==> config.mk <==
export PLATFORM = sky130hd
export DESIGN_NAME = param_bus
export DESIGN_NICKNAME = d
export VERILOG_FILES = /design/src/rtl/param_bus.sv
export SDC_FILE = /design/constraint.sdc
export NUM_CORES = 1
export LEC_CHECK = 0
export ABC_AREA = 1
export BUFFER_PORTS_ARGS = -buffer_cell sky130_fd_sc_hd__buf_2
export CAP_MARGIN = 40
export CORE_AREA = 2 2 100 102
export DETAILED_ROUTE_END_ITERATION = 8
export DIE_AREA = 0 0 102 104
export PLACE_DENSITY = 0.71
export SYNTH_ARGS = -nofsm -noshare
export SYNTH_HDL_FRONTEND = slang
export SYNTH_SLANG_ARGS = --single-unit
==> constraint.sdc <==
create_clock -name clk -period 3.6 [get_ports clk]
set_clock_uncertainty 0.2 [all_clocks]
set_input_delay 0.36 -clock clk [delete_from_list [all_inputs] [get_ports clk]]
set_output_delay 0.36 -clock clk [all_outputs]
set_load 0.005 [all_outputs]
==> src/rtl/param_bus.sv <==
// param_bus: shared-bus interconnect between NUM_M masters and NUM_S
// memory-mapped slaves on a single clock.
//
// Parameters
//   NUM_M      number of masters (2..8)
//   NUM_S      number of slaves (1..16)
//   ADDR_W     address width
//   DATA_W     data width
//   SLV_SHIFT  slave index = address >> SLV_SHIFT
//   ARB_MODE   0 = fixed priority (master 0 highest), 1 = round-robin
//   MAX_HOLD   round-robin only: max consecutive owner cycles while others wait (0 = unlimited)
//
// Ports
//   clk        clock, all state on rising edge
//   reset_n    synchronous active-low reset
//   M_req      per-master request
//   M_wr       per-master write enable
//   M_address  packed master addresses, master i at [i*ADDR_W +: ADDR_W]
//   M_dout     packed master write data, master i at [i*DATA_W +: DATA_W]
//   M_grant    registered one-hot (or zero) grant
//   M_din      registered read data, broadcast to all masters
//   S_sel      one-hot slave select decoded from the owner address
//   S_wr       owner write enable
//   S_address  owner address
//   S_din      owner write data
//   S_dout     packed slave read data, slave s at [s*DATA_W +: DATA_W]
//   bus_err    registered: owner accessed an unmapped slave index last cycle
module param_bus #(
    parameter int NUM_M     = 2,
    parameter int NUM_S     = 3,
    parameter int ADDR_W    = 8,
    parameter int DATA_W    = 32,
    parameter int SLV_SHIFT = 5,
    parameter int ARB_MODE  = 0,
    parameter int MAX_HOLD  = 0
) (
    input  logic                      clk,
    input  logic                      reset_n,
    input  logic [NUM_M-1:0]          M_req,
    input  logic [NUM_M-1:0]          M_wr,
    input  logic [NUM_M*ADDR_W-1:0]   M_address,
    input  logic [NUM_M*DATA_W-1:0]   M_dout,
    output logic [NUM_M-1:0]          M_grant,
    output logic [DATA_W-1:0]         M_din,
    output logic [NUM_S-1:0]          S_sel,
    output logic                      S_wr,
    output logic [ADDR_W-1:0]         S_address,
    output logic [DATA_W-1:0]         S_din,
    input  logic [NUM_S*DATA_W-1:0]   S_dout,
    output logic                      bus_err
);

    localparam int MW     = (NUM_M > 1) ? $clog2(NUM_M) : 1;
    localparam int HOLD_W = 16;
    localparam logic [HOLD_W-1:0] HOLD_LAST = (MAX_HOLD > 0) ? HOLD_W'(MAX_HOLD - 1) : '0;

    typedef enum logic {ARB_IDLE, ARB_OWNED} arb_state_e;

    arb_state_e          state_q, state_d;
    logic [NUM_M-1:0]    grant_q, grant_d;
    logic [MW-1:0]       ptr_q, ptr_d;      // round-robin search start
    logic [HOLD_W-1:0]   hold_q, hold_d;
    logic [DATA_W-1:0]   din_q, din_d;
    logic                err_q, err_d;

    logic [MW-1:0]       own_idx;
    logic [NUM_M-1:0]    others;
    logic [MW-1:0]       win;
    logic                take;
    logic                owned;
    logic [ADDR_W-1:0]   slv_idx;
    logic                mapped;
    logic [DATA_W-1:0]   rd_data;

    // Winner among req. Fixed priority scans from 0; round-robin rotates the
    // request vector so that the scan starts at 'start' and wraps.
    function automatic logic [MW-1:0] pick(input logic [NUM_M-1:0] req,
                                           input logic [MW-1:0]    start);
        logic [2*NUM_M-1:0] rot;
        logic               found;
        int                 r;
        pick  = '0;
        found = 1'b0;
        rot   = (ARB_MODE == 1) ? ({req, req} >> start) : {{NUM_M{1'b0}}, req};
        for (int i = 0; i < NUM_M; i++) begin
            if (!found && rot[i]) begin
                r = (ARB_MODE == 1) ? int'(start) + i : i;
                if (r >= NUM_M) r = r - NUM_M;
                pick  = MW'(r);
                found = 1'b1;
            end
        end
    endfunction

    always_comb begin
        own_idx = '0;
        for (int i = 0; i < NUM_M; i++) begin
            if (grant_q[i]) own_idx = MW'(i);
        end
    end

    assign others = M_req & ~grant_q;

    // Arbiter next state
    always_comb begin
        state_d = state_q;
        grant_d = grant_q;
        ptr_d   = ptr_q;
        hold_d  = hold_q;
        win     = '0;
        take    = 1'b0;
        case (state_q)
            ARB_IDLE: begin
                if (|M_req) begin
                    win  = pick(M_req, ptr_q);
                    take = 1'b1;
                end
            end
            ARB_OWNED: begin
                if (M_req[own_idx]) begin
                    // ptr_q already points one past the owner, so this hands the
                    // bus to the next waiting requester after it.
                    if (ARB_MODE == 1 && MAX_HOLD > 0 && hold_q == HOLD_LAST && |others) begin
                        win  = pick(others, ptr_q);
                        take = 1'b1;
                    end else if (hold_q != '1) begin
                        hold_d = hold_q + 1'b1;
                    end
                end else if (|others) begin
                    win  = pick(others, ptr_q);
                    take = 1'b1;
                end else begin
                    state_d = ARB_IDLE;
                    grant_d = '0;
                    hold_d  = '0;
                end
            end
            default: begin
                state_d = ARB_IDLE;
                grant_d = '0;
                hold_d  = '0;
            end
        endcase
        if (take) begin
            state_d = ARB_OWNED;
            hold_d  = '0;
            ptr_d   = (int'(win) == NUM_M - 1) ? '0 : win + 1'b1;
            for (int i = 0; i < NUM_M; i++) begin
                grant_d[i] = (MW'(i) == win);
            end
        end
    end

    // Owner datapath mux
    always_comb begin
        S_address = '0;
        S_din     = '0;
        S_wr      = 1'b0;
        for (int i = 0; i < NUM_M; i++) begin
            if (grant_q[i]) begin
                S_address = M_address[i*ADDR_W +: ADDR_W];
                S_din     = M_dout[i*DATA_W +: DATA_W];
                S_wr      = M_wr[i];
            end
        end
    end

    assign owned   = |grant_q;
    assign slv_idx = S_address >> SLV_SHIFT;
    assign mapped  = owned && (int'(slv_idx) < NUM_S);

    always_comb begin
        S_sel   = '0;
        rd_data = '0;
        for (int s = 0; s < NUM_S; s++) begin
            if (mapped && int'(slv_idx) == s) begin
                S_sel[s] = 1'b1;
                rd_data  = S_dout[s*DATA_W +: DATA_W];
            end
        end
    end

    // Read data is captured at the end of the address cycle; writes and
    // unmapped accesses return zero.
    assign din_d = (mapped && !S_wr) ? rd_data : '0;
    assign err_d = owned && !mapped;

    always_ff @(posedge clk) begin
        if (!reset_n) begin
            state_q <= ARB_IDLE;
            grant_q <= '0;
            ptr_q   <= '0;
            hold_q  <= '0;
            din_q   <= '0;
            err_q   <= 1'b0;
        end else begin
            state_q <= state_d;
            grant_q <= grant_d;
            ptr_q   <= ptr_d;
            hold_q  <= hold_d;
            din_q   <= din_d;
            err_q   <= err_d;
        end
    end

    assign M_grant = grant_q;
    assign M_din   = din_q;
    assign bus_err = err_q;

endmodule

[Word-level counts from Yosys, hierarchy flattened]
Cells that the tools add are included.
Operators by class
  magnitude comparators: 2
  eq/ne operators: 4
  mux-type cells: 39
  bitwise logic cells: 4
  reductions and logical operators: 19
Operator list (number)
  two-way mux 32 bit: 5
  two-way mux 1 bit: 26
  two-way mux 8 bit: 2
  logical AND 1 bit: 8
  logical NOT 8 bit: 1
  two-way mux 2 bit: 4
  OR reduction 2 bit: 3
  logical NOT 1 bit: 4
  != test 2 bit (second input constant): 2
  case mux 1 bit (2 select lines): 2
  equality test 3 x 2 -> 1 bit (second input constant): 1
  equality test 3 bit (second input constant): 1
  less-than comparator 3 x 2 -> 1 bit (second input constant): 1
  AND reduction 3 bit: 1
  bitwise AND 2 bit: 1
  less-than comparator 1 x 2 -> 1 bit (second input constant): 1
  NOT 1 bit: 2
  NOT 2 bit: 1
  AND reduction 2 bit: 1
  nonzero test 2 bit: 1
Storage, ports and cells
  register bits after elaboration: 36
  input port bits: 182
  output and inout bits: 79
  logic and storage cells: 72

[Logic depth before layout (Yosys ltp)]
Gate-level depths: netlist (run 1).
  depth after elaboration: 14
  mapped depth: 10

[Worst setup path before layout (run 1)]
No wires, ideal clock.
  path kind: flip-flop to output port
  from: register grant_q[1], in the netlist M_grant[1]
  to: output S_sel[0]
  data arrival time: 1233 ps
  setup slack: 1807 ps
  stages on the path, launching flop included: 6
  path through: dfxtp_1 nand2_1 nand2_4 buf_1 nand2_1 nor3_1
On the way
  cells in the longest elaborated chain, start to end: 5
  elaborated cells on any way between the ends: 7
  those cells by class: order compare (1); mux (2); reduce/logical (4)
Ends and longest elaborated chain
  start: declaration: line 60  | logic [NUM_M-1:0] grant_q, grant_d;
  start signal: assignment: line 198  | grant_q <= grant_d;
  two-way mux 8 bit: line 160  | if (grant_q[i]) begin
  less-than comparator 3 x 2 -> 1 bit: line 170  | assign mapped = owned && (int'(slv_idx) < NUM_S);
  logical AND 1 bit: line 170
  logical AND 1 bit *: line 176  | if (mapped && int'(slv_idx) == s) begin
  two-way mux 1 bit *: line 176
  end: declaration: line 45  | output logic [NUM_S-1:0] S_sel,
Mark *: on every way between the ends. The rest lies on a longest branch, timed or not.

[Worst setup path after layout (run 1)]
  from: register grant_q[1], in the netlist M_grant[1]
  to: output S_address[5]
On the way
  cells in the longest elaborated chain, start to end: 1
Ends and longest elaborated chain
  two-way mux 8 bit: line 160
  end: declaration: line 47  | output logic [ADDR_W-1:0] S_address,
No other way between the ends.

==> qor_table.md, run 1 <==
| Metric | Value |
| --- | --- |
| Most frequent cells in the layout | buf_2 (260), nand3_1 (99), nand2_1 (46) |
| Cell count after synthesis | 354 |
| Site Rows | 36 |
| Number of buffers and inverters on the critical path | 3 |
| Clock Tree Root | clkbuf_8 |
| Critical-path top delay cell | buf_4 |
| Detailed-route wire length | 11.8 mm |
| Portion of total power attributed to combinational logic | 36.9% |
| Final Hold Vio Count | 0 |
| Setup TNS Final | 0 ns |
| Post-synthesis sequential area ratio | 29.1% |
| Area growth syn-to-layout | 55.7% |
| Filler cell count in the final layout | 1023 |
| R2r setup slk | 1.23 ns |
| Number of diodes | 0 |
| Antenna violations before repair | 0 |
| Pwr per Cell Area | 320 nW/um2 |
| Outcome | finished clean |
| Category of the worst setup path capture point | primary output |
| HPWL after detailed placement | 9.39 mm |
| R2r endpoint | M_din[13]$_SDFF_PN0_ |
| DRT antenna net count | 0 |
| Origin of the critical flop-to-flop path | M_grant[1]$_SDFFE_PN0P_ |
| Unrepaired setup endpoints after global routing | false |
| Count of state elements after synthesis | 36 |
| Switching fraction of total power | 33.9% |
| Required time of the worst setup path | 3.04 ns |
| CTS tree | done |
| Slew of the pin with the lowest slew margin | 0.780 ns |
| Remaining max-slew budget at the tightest pin | 47.9% |
| Count of warnings emitted by yosys | 0 |
| Post-Syn Area per Cell | 7.01 um2 |
| Share of Yosys cell area claimed by the top area cell type | 29.1% |
| Resized cells post-CTS | 0 |
| Reg clk slew, reported paths | 0.07 ns |
| Global-route wire length before repair | 17.1 mm |
| Die height | 104 um |
| DIE WIDTH | 102 um |
| Post-synthesis instance area | 2480 um2 |
| Number of global-route vias before repair | 3353 |
| Final worst path period share | 73.8% |
| Detailed-router iteration count before antenna repair | 4 |
| GRT Total Usage | 20.6% |
| Final critical delay including setup and external delays | 2.66 ns |
| Final routed DRC violation total | 0 |
| Inserted Clock Buffers | 5 |
| Max Buffers Root-to-Sink | 2 |
| Largest voltage drop on the vdd net | 0.000147 V |
| CP Data Arrival Time | 2.10 ns |
| Floorplan Core Area | 9550 um2 |
| Critical Setup Path Class | reg -> out |
| Final setup violation count | 0 |
| Maximum number of pins on one net before global-route repair | 65 |
| Kind of launch point of the worst setup path | flip-flop |
| Total count of max-transition violations in the final report | 0 |
| Via Count | 3585 |
| Proportion of power drawn by the clock network | 28.9% |
| Ordered list of cells on the worst path | buf_4 > nand2_1 > nand2_1 > buf_4 > buf_2 |
| Leading post-synthesis cells by cell area | dfxtp_1 (29%), nand3_1 (20%), a22o_1 (13%) |
| Count of unique library cells instantiated by Yosys | 23 |
| Post-layout nets | 772 |
| Net switching power of the design | 0.419 mW |
| Largest area contributor in the synthesized netlist | dfxtp_1 |
| IO buf count | 260 |
| Number of top-level pins | 261 |
| Clock latency at the later pin of the worst-skew pair | 0.28 ns |
| Largest fanout on the critical path | 48 |
| Die outline area | 10600 um2 |
| Layout cell share with drive strength beyond 1 | 48.1% |
| Achievable Freq | 376 MHz |
| H-Tree Depth | 2 |
| Critical path's top delay family | buffers and inverters |
| Weighted congestion reported at the end of routability-driven placement | 0.858 |
| Critical hold path startpoint | reset_n |
| Number of nets produced by synthesis | 536 |
| Cell-internal power | 0.816 mW |
| WHS Path Cells | 3 |
| Final core occ | 40.4% |
| Most common cell after layout, fill and taps aside | buf_2 |
| Path category of the worst min-delay check | in -> reg |
| Total leakage power | 2.37 nW |
| Number of cells on the critical path | 5 |
| Number of sinks on the clock net | 36 |
| Worst Hold Path EP | bus_err$_SDFF_PN0_ |
| Via-per-instance ratio | 4.95 |
| Stage delay of the slowest cell on the critical path | 0.42 ns |
| Number of setup buffers added after CTS | 0 |
| Length in cells of the worst reg-to-reg path | 8 |
| Number of DRC violations after detailed-routing iteration 0 | 208 |
| Routed wire per std cell | 16.3 um |
| Grt ovf | 0 |
| Flop pwr share | 34.2% |
| Max Cap Violations | 0 |
| Hold buffers post-CTS | 0 |
| Initial standard-cell utilization of the core | 26.0% |
-- layer usage --
layer  track usage [%]  share of wire, %  vias up
li1                  -                 -     1710
met1              21.8                34     1599
met2              38.9                53      252
met3              4.17                10       24
met4              7.71               3.6        0
met5                 0                 0        -
-- worst max path at each step --
stage | endpoint | startpoint
3_5_place_dp | M_din[13]$_SDFF_PN0_ | M_grant[1]$_SDFFE_PN0P_
2_1_floorplan | S_sel[0] | M_grant[1]$_SDFFE_PN0P_
5_1_grt | S_address[5] | M_grant[1]$_SDFFE_PN0P_
3_3_place_gp | S_address[5] | M_grant[1]$_SDFFE_PN0P_
6_report | S_address[5] | M_grant[1]$_SDFFE_PN0P_
4_1_cts | S_address[5] | M_grant[1]$_SDFFE_PN0P_
-- cell families (layout without fill, tap and decap cells) --
kind of cell	after synthesis	in the layout	share of synthesized area, %
compound gates	46	46	15.7
flops	36	36	29.1
simple gates	193	193	39.2
buf+inv	79	316	16.0
-- synth_stat cells --
library cell   n
clkbuf_1       2
a21oi_2        1
nor2_4         4
buf_2         15
nor3_1         4
dfxtp_1       36
buf_1          1
inv_1         42
a22o_1        37
nand2_1       46
inv_2          1
buf_6          4
a22oi_2        1
nand3_1       99
nor2_1         7
a21oi_1        3
o211ai_1       1
o21ai_0        1
nand2_4        1
nand4_1       32
o21ai_2        2
clkbuf_4       1
buf_4         13
-- state kept, by name, indices dropped and copies added, names as in the netlist --
register	cells
M_din	32
M_grant	2
bus_err	1
state_q	1
-- tightest hold or removal path: cells and delay by family --
kind                   cells  cell delay, ns
and+or+nand+nor            1            0.10
buffers and inverters      2            0.15
-- area by class of cell --
type,instances,area (um2),share of cell area [%]
multi-input combinational,239,1360,35.3
timing repair buffer,265,1340,34.7
sequential,36,722,18.7
inverter,43,161,4.18
tap,133,166,4.31
clock buffer,6,72.6,1.88
clock inverter,2,35.0,0.908
-- power by group through the flow --
stage	Sequential [mW]	Clock [mW]	Combinational (mW)
6_report	0.423	0.356	0.456
5_1_grt	0.424	0.379	0.502
4_1_cts	0.423	0.367	0.459
3_5_place_dp	0.432	0	0.457
3_3_place_gp	0.431	0	0.450
2_1_floorplan	0.433	0	0.261
-- through the flow --
step / power (mW) / hold slack, ns / worst slack (ns) / std cells / cell area [um2]
after floorplan: 0.694 / 0.332 / 1.81 / 354 / 2480
after CTS: 1.25 / 0.160 / 0.958 / 724 / 3860
after global routing: 1.31 / 0.182 / 0.775 / 724 / 3860
final: 1.24 / 0.169 / 0.943 / 724 / 3860
after global placement: 0.882 / 0.341 / 1.33 / 716 / 3750
after detailed placement: 0.890 / 0.368 / 1.22 / 716 / 3750
No activity file was read; power rests on OpenSTA's default activity.
==> run 2, diff against run 1 <==
--- a/config.mk
+++ b/config.mk
@@ -8,10 +8,10 @@
 export ABC_AREA = 1
 export BUFFER_PORTS_ARGS = -buffer_cell sky130_fd_sc_hd__buf_2
 export CAP_MARGIN = 40
-export CORE_AREA = 2 2 100 102
+export CORE_AREA = 2 2 103 105
 export DETAILED_ROUTE_END_ITERATION = 8
-export DIE_AREA = 0 0 102 104
-export PLACE_DENSITY = 0.71
+export DIE_AREA = 0 0 105 107
+export PLACE_DENSITY = 0.68
 export SYNTH_ARGS = -nofsm -noshare
 export SYNTH_HDL_FRONTEND = slang
 export SYNTH_SLANG_ARGS = --single-unit
==> constraint.sdc (replaced) <==
create_clock -name clk -period 2.55 [get_ports clk]
set_clock_uncertainty 0.2 [all_clocks]
set_input_delay 0.255 -clock clk [delete_from_list [all_inputs] [get_ports clk]]
set_output_delay 0.255 -clock clk [all_outputs]
set_load 0.005 [all_outputs]
==> run 2 against run 1 <==
  * Routed wire length up 3.2%
  * Highest routed layer unchanged
  * Clock power up 21%
  * Sequential power up 42%
  * Via count up 1.3%
  * First-iteration DRC count up 1.4%
  * Cell area up 1.2%
==> qor_table.md, run 2 (synthesis results as in run 1) <==
| Metric | Value |
| --- | --- |
| Largest register FFs | 32 |
| Final instance count without filler cells | 731 |
| Final Hold Vio Count | 0 |
| Antenna violations before repair | 0 |
| Number of diodes | 0 |
| Critical-path top delay cell | dfxtp_1 |
| Number of sinks on the clock net | 36 |
| Final worst path period share | 86.5% |
| Filler cell count in the final layout | 1091 |
| Largest fanout on the critical path | 37 |
| Number of DRC violations after detailed-routing iteration 0 | 211 |
| Total leakage power | 2.39 nW |
| Floorplan Core Area | 10100 um2 |
| Placed Cells incl. Taps | 723 |
| Required time of the worst setup path | 2.10 ns |
| Initial standard-cell utilization of the core | 24.6% |
| DIE WIDTH | 105 um |
| Detailed-router iteration count before antenna repair | 5 |
| Clock Tree Root | clkbuf_8 |
| Standard cell area after detailed placement | 3810 um2 |
| Via Count | 3630 |
| Global-route wire length before repair | 17.7 mm |
| Pwr per Cell Area | 437 nW/um2 |
| Inserted Clock Buffers | 5 |
| Area growth syn-to-layout | 57.5% |
| Post-layout nets | 776 |
| Via-per-instance ratio | 4.97 |
| Clock latency at the later pin of the worst-skew pair | 0.28 ns |
| Detailed-route wire length | 12.1 mm |
| Critical Setup Path Class | reg -> out |
| Layout cell share with drive strength beyond 1 | 48.4% |
| Maximum number of pins on one net before global-route repair | 65 |
| Number of setup buffers added after CTS | 0 |
| Achievable Freq | 453 MHz |
| Path category of the worst min-delay check | in -> reg |
| Setup TNS Final | 0 ns |
| Most common cell after layout, fill and taps aside | buf_2 |
| GRT Total Usage | 20.2% |
| Number of global-route vias before repair | 3352 |
| Most frequent cells in the layout | buf_2 (260), nand3_1 (99), nand2_1 (46) |
| Max Buffers Root-to-Sink | 2 |
| CTS tree | done |
| Final critical delay including setup and external delays | 2.21 ns |
| Die height | 107 um |
| Largest voltage drop on the vdd net | 0.000198 V |
| Number of buffers and inverters on the critical path | 3 |
| Routed wire per std cell | 16.6 um |
| DRT antenna net count | 0 |
| Stage delay of the slowest cell on the critical path | 0.47 ns |
| Hold buffers post-CTS | 0 |
| Unrepaired setup endpoints after global routing | false |
| Final routed DRC violation total | 0 |
| Die outline area | 11200 um2 |
| Outcome | finished clean |
| HPWL after detailed placement | 9.91 mm |
| Final setup violation count | 0 |
| Number of top-level pins | 261 |
| Critical path's top delay family | buffers and inverters |
| Ordered list of cells on the worst path | inv_1 > nor2_2 > buf_4 > a22o_1 > buf_2 |
| IO buf count | 260 |
| Total count of max-transition violations in the final report | 0 |
| Category of the worst setup path capture point | primary output |
| Weighted congestion reported at the end of routability-driven placement | 0.934 |
| Grt ovf | 0 |
| Slew of the pin with the lowest slew margin | 0.712 ns |
| Max Cap Violations | 0 |
| Kind of launch point of the worst setup path | flip-flop |
| Reg clk slew, reported paths | 0.07 ns |
| Final instance area | 3910 um2 |
| Remaining max-slew budget at the tightest pin | 52.5% |
| Site Rows | 37 |
| CP Data Arrival Time | 1.75 ns |
| Resized cells post-CTS | 0 |
| H-Tree Depth | 2 |
run 2: per-stage QoR:
step                worst slack, ns  utilization [%]  hold slack, ns  power (mW)
finish                        0.345             38.7          0.0730        1.71
floorplan                     0.862                -           0.229       0.980
global placement              0.470             37.8           0.356        1.28
detailed placement            0.381             37.8           0.360        1.29
CTS                           0.328             38.7          0.0608        1.73
global route                  0.175             38.7           0.108        1.82
run 2: final timing paths:
check	start	end	slack, ns	cells after the start
max reg2reg	M_grant[1]$_SDFFE_PN0P_	M_din[11]$_SDFF_PN0_	0.45	8
min	reset_n	bus_err$_SDFF_PN0_	0.07	3
min reg2reg	M_grant[0]$_SDFFE_PN0P_	M_grant[0]$_SDFFE_PN0P_	0.38	2
max	M_grant[0]$_SDFFE_PN0P_	S_address[1]	0.34	5
run 2: final cells by class:
| type | count | area (um2) | area share [%] |
|---|---|---|---|
| Sequential cell | 36 | 722 | 18.5 |
| Clock buffer | 7 | 86.3 | 2.21 |
| Inverter | 43 | 161 | 4.13 |
| Timing Repair Buffer | 269 | 1390 | 35.7 |
| Tap cell | 136 | 170 | 4.36 |
| Multi-Input combinational cell | 239 | 1360 | 34.9 |
| Clock inverter | 1 | 7.51 | 0.192 |
run 2: per-layer routing:
layer  up-vias  global-route usage (%)  share of wire (%)
met1      1693                    19.9                 35
met3        22                    3.65                6.6
met4         0                    6.76                2.5
met5         -                       0                  0
li1       1719                       -                  -
met2       196                    41.5                 55
run 2: tightest hold or removal path: cells and delay by family:
| kind | cells | cell delay, ns |
|---|---|---|
| buf+inv | 2 | 0.15 |
| simple gates | 1 | 0.11 |
run 2: where the power goes:
group / switching [mW] / internal (mW) / total (mW)
sequential: 0.0135 / 0.586 / 0.599
clock: 0.210 / 0.220 / 0.430
combinational: 0.381 / 0.296 / 0.677
